==> config.mk <==
export PLATFORM = sky130hd
export DESIGN_NAME = decoder_scan_seq
export DESIGN_NICKNAME = d
export VERILOG_FILES = /design/src/rtl/decoder_scan_seq.sv
export SDC_FILE = /design/constraint.sdc
export NUM_CORES = 1
export LEC_CHECK = 0
export BUFFER_PORTS_ARGS = -buffer_cell sky130_fd_sc_hd__buf_2
export CORE_MARGIN = 4
export CORE_UTILIZATION = 40
export DETAILED_ROUTE_END_ITERATION = 10
export GPL_TIMING_DRIVEN = 0
export PLACE_DENSITY = 0.72
export SLEW_MARGIN = 20
export SYNTH_ARGS = -nofsm -noshare
export SYNTH_HDL_FRONTEND = slang
export SYNTH_SLANG_ARGS = --single-unit
==> constraint.sdc <==
create_clock -name clk -period 2.6 [get_ports clk]
set_input_delay 0.52 -clock clk [delete_from_list [all_inputs] [get_ports clk]]
set_output_delay 0.52 -clock clk [all_outputs]
set_load 0.02 [all_outputs]
==> src/rtl/decoder_scan_seq.sv <==
// decoder_scan_seq: registered SEL_W-to-2^SEL_W active-low one-hot decoder
// with a three-enable gate and a scan sequencer. The scan sequencer sweeps the
// address through every output and holds each one for DWELL cycles. A sweep is
// either one-shot or wrapping.
//
// Handshake: the block has no valid/ready pair. `start` is a level sampled only
// in IDLE with mode=1 and the enables active. `done` is a one-cycle pulse that
// the consumer must catch on the cycle it is high.
module decoder_scan_seq #(
    parameter int SEL_W = 3,
    parameter int DWELL = 4
) (
    input  logic                  clk,
    input  logic                  reset,
    input  logic                  g1,
    input  logic                  g2a_n,
    input  logic                  g2b_n,
    input  logic [SEL_W-1:0]      sel,
    input  logic                  mode,
    input  logic                  start,
    input  logic                  wrap,
    output logic [2**SEL_W-1:0]   dec_out_n,
    output logic [SEL_W-1:0]      addr,
    output logic                  busy,
    output logic                  done
);

    localparam int OUT_W   = 2**SEL_W;
    localparam int DWELL_W = (DWELL > 1) ? $clog2(DWELL) : 1;
    localparam logic [OUT_W-1:0]   ALL_ONES = '1;
    localparam logic [DWELL_W-1:0] LAST_DWELL = DWELL_W'(DWELL - 1);

    typedef enum logic {
        IDLE = 1'b0,
        SCAN = 1'b1
    } state_t;

    state_t               state, state_nx;
    logic [DWELL_W-1:0]   dwell_cnt, dwell_nx;
    logic [SEL_W-1:0]     addr_nx;
    logic [OUT_W-1:0]     dec_nx;
    logic                 done_nx;
    logic                 en;

    // Active-low one-hot pattern for a given address.
    function automatic logic [OUT_W-1:0] onehot_n(input logic [SEL_W-1:0] a);
        logic [OUT_W-1:0] one;
        one = OUT_W'(1);
        return ~(one << a);
    endfunction

    assign en = g1 & ~g2a_n & ~g2b_n;

    // State and output registers. Reset is asynchronous, so the outputs clear
    // without waiting for a clock edge.
    always_ff @(posedge clk or posedge reset) begin
        if (reset) begin
            state     <= IDLE;
            dwell_cnt <= '0;
            addr      <= '0;
            dec_out_n <= ALL_ONES;
            busy      <= 1'b0;
            done      <= 1'b0;
        end else begin
            state     <= state_nx;
            dwell_cnt <= dwell_nx;
            addr      <= addr_nx;
            dec_out_n <= dec_nx;
            busy      <= (state_nx == SCAN);
            done      <= done_nx;
        end
    end

    // Next-state, next-address and next-output decode. The outputs are blank
    // and frozen unless a branch below says otherwise.
    always_comb begin
        state_nx = state;
        dwell_nx = dwell_cnt;
        addr_nx  = addr;
        dec_nx   = ALL_ONES;
        done_nx  = 1'b0;
        case (state)
            IDLE: begin
                if (!mode) begin
                    addr_nx = sel;
                    dec_nx  = en ? onehot_n(sel) : ALL_ONES;
                end else if (start && en) begin
                    state_nx = SCAN;
                    addr_nx  = '0;
                    dwell_nx = '0;
                    dec_nx   = onehot_n('0);
                end
            end
            SCAN: begin
                if (!mode) begin
                    // An abort hands control straight back to direct decode.
                    state_nx = IDLE;
                    addr_nx  = sel;
                    dec_nx   = en ? onehot_n(sel) : ALL_ONES;
                end else if (en) begin
                    if (dwell_cnt == LAST_DWELL) begin
                        dwell_nx = '0;
                        if (addr == '1) begin
                            if (wrap) begin
                                addr_nx = '0;
                                dec_nx  = onehot_n('0);
                            end else begin
                                // The one-shot sweep ends here. addr keeps the
                                // last address that was swept.
                                state_nx = IDLE;
                                done_nx  = 1'b1;
                            end
                        end else begin
                            addr_nx = addr + 1'b1;
                            dec_nx  = onehot_n(addr + 1'b1);
                        end
                    end else begin
                        dwell_nx = dwell_cnt + 1'b1;
                        dec_nx   = onehot_n(addr);
                    end
                end
                // With en low the outputs are blanked. addr and dwell_cnt hold,
                // so the sweep resumes where it paused.
            end
            default: state_nx = IDLE;
        endcase
    end

endmodule

Word-level counts from Yosys, hierarchy flattened
Index checks and enable logic that the tools add are counted.
Storage, ports and cells
  flip-flop bits (word level): 15
  bits in latches: 0
  memory bits (writable): 0
  memory bits (read-only): 0
  bits of input ports: 11
  output and inout bits: 13
  word-level logic and storage cells: 68
  memories: 0
Cells by class
  add/sub/neg operators: 2
  multipliers: 0
  divide/modulo/power cells: 0
  order comparisons: 0
  equality and inequality tests: 10
  shifts and indexed selects: 3
  multiplexer cells: 37
  bitwise gates (word level): 8
  reduce and logical (&&, ||, !) cells: 3
Operator list (number)
  $mux W8: 6
  $not A8 Y8: 3
  $shl A1 B3 Y8 const A: 3
  $mux W3: 7
  $pmux W8 S2: 1
  $mux W1: 15
  $mux W2: 5
  $reduce_and A4 Y1: 2
  $ne A2 B2 Y1 const B: 3
  $ne A3 B2 Y1 const B: 2
  $pmux W3 S2: 1
  $ne A4 B4 Y1 const B: 1
  $pmux W2 S2: 1
  $add A3 B1 Y3 const B: 1
  $eq A3 B3 Y1 const B: 1
  $ne A3 B3 Y1 const B: 1
  $not A1 Y1: 3
  $add A2 B1 Y2 const B: 1
  $and A1 B1 Y1: 2
  $eq A2 B2 Y1 const B: 1
  $ne A2 B1 Y1 const B: 1
  $pmux W1 S2: 1
  $logic_and A1 B1 Y1: 1

Logic depth before layout (Yosys ltp)
  depth after elaboration: 8
  mapped depth: 6
  mapped depth without buffers: 5

Least setup slack after synthesis
Ideal clock, no wire load.
  path kind: reg-to-reg
  start point: register addr[0]
  end point: register addr[2]
  library setup time: 0.125 ns
  arrival: 1.591 ns
  data required time: 2.475 ns
  slack: 0.884 ns
  stages on the path, launching flop included: 6
  path buffers: 0
  clock period less this slack: 1.716 ns
  cells stage by stage: dfrtp_1 -> ha_1 -> nand2_1 -> nor2_1 -> o311ai_4 -> mux2_2
Between the ends
  cells in the longest elaborated chain, start to end: 6
  elaborated cells between the ends (all ways): 9
  those cells by class: 1 x add/sub; 2 x eq/ne; 5 x mux; 1 x reduce/logical
Ends and longest elaborated chain
  start: declaration: RTL line 23  | output logic [SEL_W-1:0] addr,
  start signal: assignment: RTL line 67  | addr <= addr_nx;
  $add A3 B1 Y3 or $eq A3 B3 Y1 (tied branches): RTL line 114, 103
  $mux W3: RTL line 103  | if (addr == '1) begin
  $mux W3: RTL line 101  | if (dwell_cnt == LAST_DWELL) begin
  $mux W3: RTL line 100  | end else if (en) begin
  $mux W3: RTL line 95  | if (!mode) begin
  $pmux W3 S2: RTL line 82  | case (state)
Parallel ways exist; a longest one is shown, timed or not. The select of a mux whose other input is x is not followed.
A chain may end at the register's enable or synchronous reset.

Worst setup path after layout
Same ends and word-level chain as after synthesis.

==> impl_metrics.tcl <==
set metrics [dict create \
    synthFlopType "dfstp_2" \
    power.density_mw_per_mm2 429 \
    grt_max_degree 16 \
    numPlacedInstances 159 \
    grt.total_usage_pct 14.4 \
    postLayoutCoreUtil_pct 51.0 \
    vdd_ir_drop_max_mv 0.301 \
    finalCritPeriodShare_pct 68.0 \
    reg2reg_slack_ps 830 \
    grt_pass1_vias 880 \
    start_util_pct 43.3 \
    avgViaCountPerCell 5.55 \
    vias 904 \
    n_antenna_cell 0 \
    rr_worst_depth 5 \
    hold_viol 0 \
    final_cells 163 \
    hp-class "in2async" \
    io_buffers 23 \
    synth_nets 125 \
    num_rows 17 \
    rsz0062_at_grt "no" \
    reg2reg_from "addr[0]" \
    clk_latency_ps 290 \
    postCtsSetupRepairBufs 0 \
    remaining_drc_errors 0 \
    worst-path-max-fanout 7 \
    max_freq_mhz 565 \
    crit_end "addr[2]" \
    startpoint "addr[0]" \
    yosysUniqueCellTypes 38 \
    die_area_mm2 0.00332 \
    critPathKind "reg2reg" \
    skew_ps 3.45 \
    worstPathArrival_ps 1950 \
    clkTransAtPathRegs_ps 90 \
    cts_max_path_buffers 2 \
    dpl.hpwl_mm 1.78 \
    ctsResizeCount 0 \
    async_flop_share_pct 100 \
    grt_pass1_wl_mm 3.83 \
    cts_tree "yes" \
    place_area_mm2 0.00113 \
    leakage_nw 0.499 \
    numCtsBuffers 3 \
    cts.sinks 15 \
    r2r_end "addr[2]" \
    first_pass_iters 4 \
    drt_iter0_drc 26 \
    gp_congestion 0.838 \
    layout_common_cells "25 x buf_2, 10 x inv_1, 10 x o21ai_0" \
    drive_above_1_share_pct 32.6 \
    ys_seq_area_share_pct 39.1 \
    cp-start-kind "register" \
    syn_to_final_growth_pct 17.9 \
    final_common_cell "buf_2" \
    synth_area_per_cell_um2 9.12 \
    finalNetCount 153 \
    clockRootBuffer "clkbuf_4" \
    p_total_mw 0.498 \
    setup_viol 0 \
    finish.instance_area_mm2 0.00116 \
    n_fill_cell 223 \
    die_h_um 57.6 \
    wl_per_cell_um 13.8 \
    ioPinCount 24 \
    finalMaxSlewViolations 0 \
    layout_min_cycle_time_ps 1770 \
    ys_warn_count 0 \
    multi_input_area_um2 539 \
    coreArea_mm2 0.00228 \
    antenna_found_initial 0 \
    relSlewSlack_pct 64.0 \
    syn_area_um2 985 \
    die_w_um 57.6 \
    totalWireLength_mm 2.25 \
    htree_levels 1 \
    hold_buffers 0 \
    synth_enable_flop_cells 0 \
    cap_violations 0 \
    end_kind "register" \
    status "finished clean" \
    worst_pin_slew_ps 540 \
    ant_nets 0 \
    synth_cells 108 \
    crit_required_ps 2780 \
    grt_overflow 0 \
    seqCellArea_um2 385 \
    fin_setup_tns_ps 0 \
    ys_ff_latch 15 \
]
==> per-stage QoR <==
| stage | worst slack [ps] | hold WS (ps) |
|---|---|---|
| detailed placement | 679 | 496 |
| global placement | 686 | 486 |
| CTS | 825 | 285 |
| global route | 688 | 301 |
| floorplan | 884 | 416 |
| finish | 831 | 256 |
==> worst max-delay path, stage by stage (launching register included) <==
cell and delay [ps]:
dfrtp_1 470, ha_1 300, nand2_1 140, nor2_1 90, o311ai_4 290, mux2_2 370
==> flip-flops by register name, summed over array words and instances, names as in the netlist <==
name       cells
addr           3
done           1
state          1
dwell_cnt      2
dec_out_n      8
==> synthesized netlist by cell type (2+ instances only) <==
| cell | number | area (um2) |
|---|---|---|
| nor2b_1 | 3 | 18.8 |
| mux2_1 | 2 | 22.5 |
| nor2_1 | 9 | 33.8 |
| dfrtp_1 | 7 | 175 |
| a211oi_1 | 3 | 22.5 |
| nor3_1 | 2 | 10.0 |
| nand4_1 | 2 | 12.5 |
| inv_1 | 10 | 37.5 |
| o21ai_0 | 10 | 50.1 |
| nand2_1 | 6 | 22.5 |
| o22ai_1 | 2 | 12.5 |
| ha_1 | 6 | 75.1 |
| a21oi_1 | 8 | 40.0 |
| a22oi_1 | 3 | 22.5 |
| nand3_1 | 4 | 20.0 |
| buf_2 | 2 | 10.0 |
| dfstp_2 | 8 | 210 |
==> how the worst min path moves through the flow <==
stage,from,end,depth (start not counted)
after detailed placement,dwell_cnt[1],dwell_cnt[1],1
after floorplan,reset,addr[0],1
after CTS,reset,dwell_cnt[1],2
final,reset,dwell_cnt[1],2
after global placement,dwell_cnt[0],dwell_cnt[0],1
after global routing,reset,addr[1],2
==> cell families after synthesis <==
logic type / share of synthesized area (%)
buffers and inverters: 6.10
AND/OR/NAND/NOR: 19.2
adder cells (fa/ha/maj): 7.62
multiplexers: 4.45
flip-flops: 39.1
AO/OA/AOI/OAI: 23.5
==> routing by layer <==
layer,track usage [%],vias to the layer above,routed length [um]
li1,-,440,-
met1,19.7,423,1020
met2,23.7,39,1060
met3,2.67,2,157
met4,2.98,0,12
met5,0,-,0
==> layout make-up <==
cell class              instances  share of cell area (%)
multi-input cells              78                    46.4
inverters                      10                    3.23
repair buffers                 23                    9.91
flip-flops and latches         15                    33.2
plain buffers                   5                    1.94
well taps                      28                    3.02
clock buffers                   4                    2.26
==> power by group <==
group / total [mW] / leakage, nW / switching [mW] / internal [mW]
Sequential: 0.252 / 0.178 / 0.00887 / 0.243
Combinational: 0.109 / 0.306 / 0.0676 / 0.0413
Clock: 0.137 / 0.0150 / 0.0777 / 0.0596
Total: 0.498 / 0.499 / 0.154 / 0.344
Note: power is estimated with default switching activity, not from simulation.
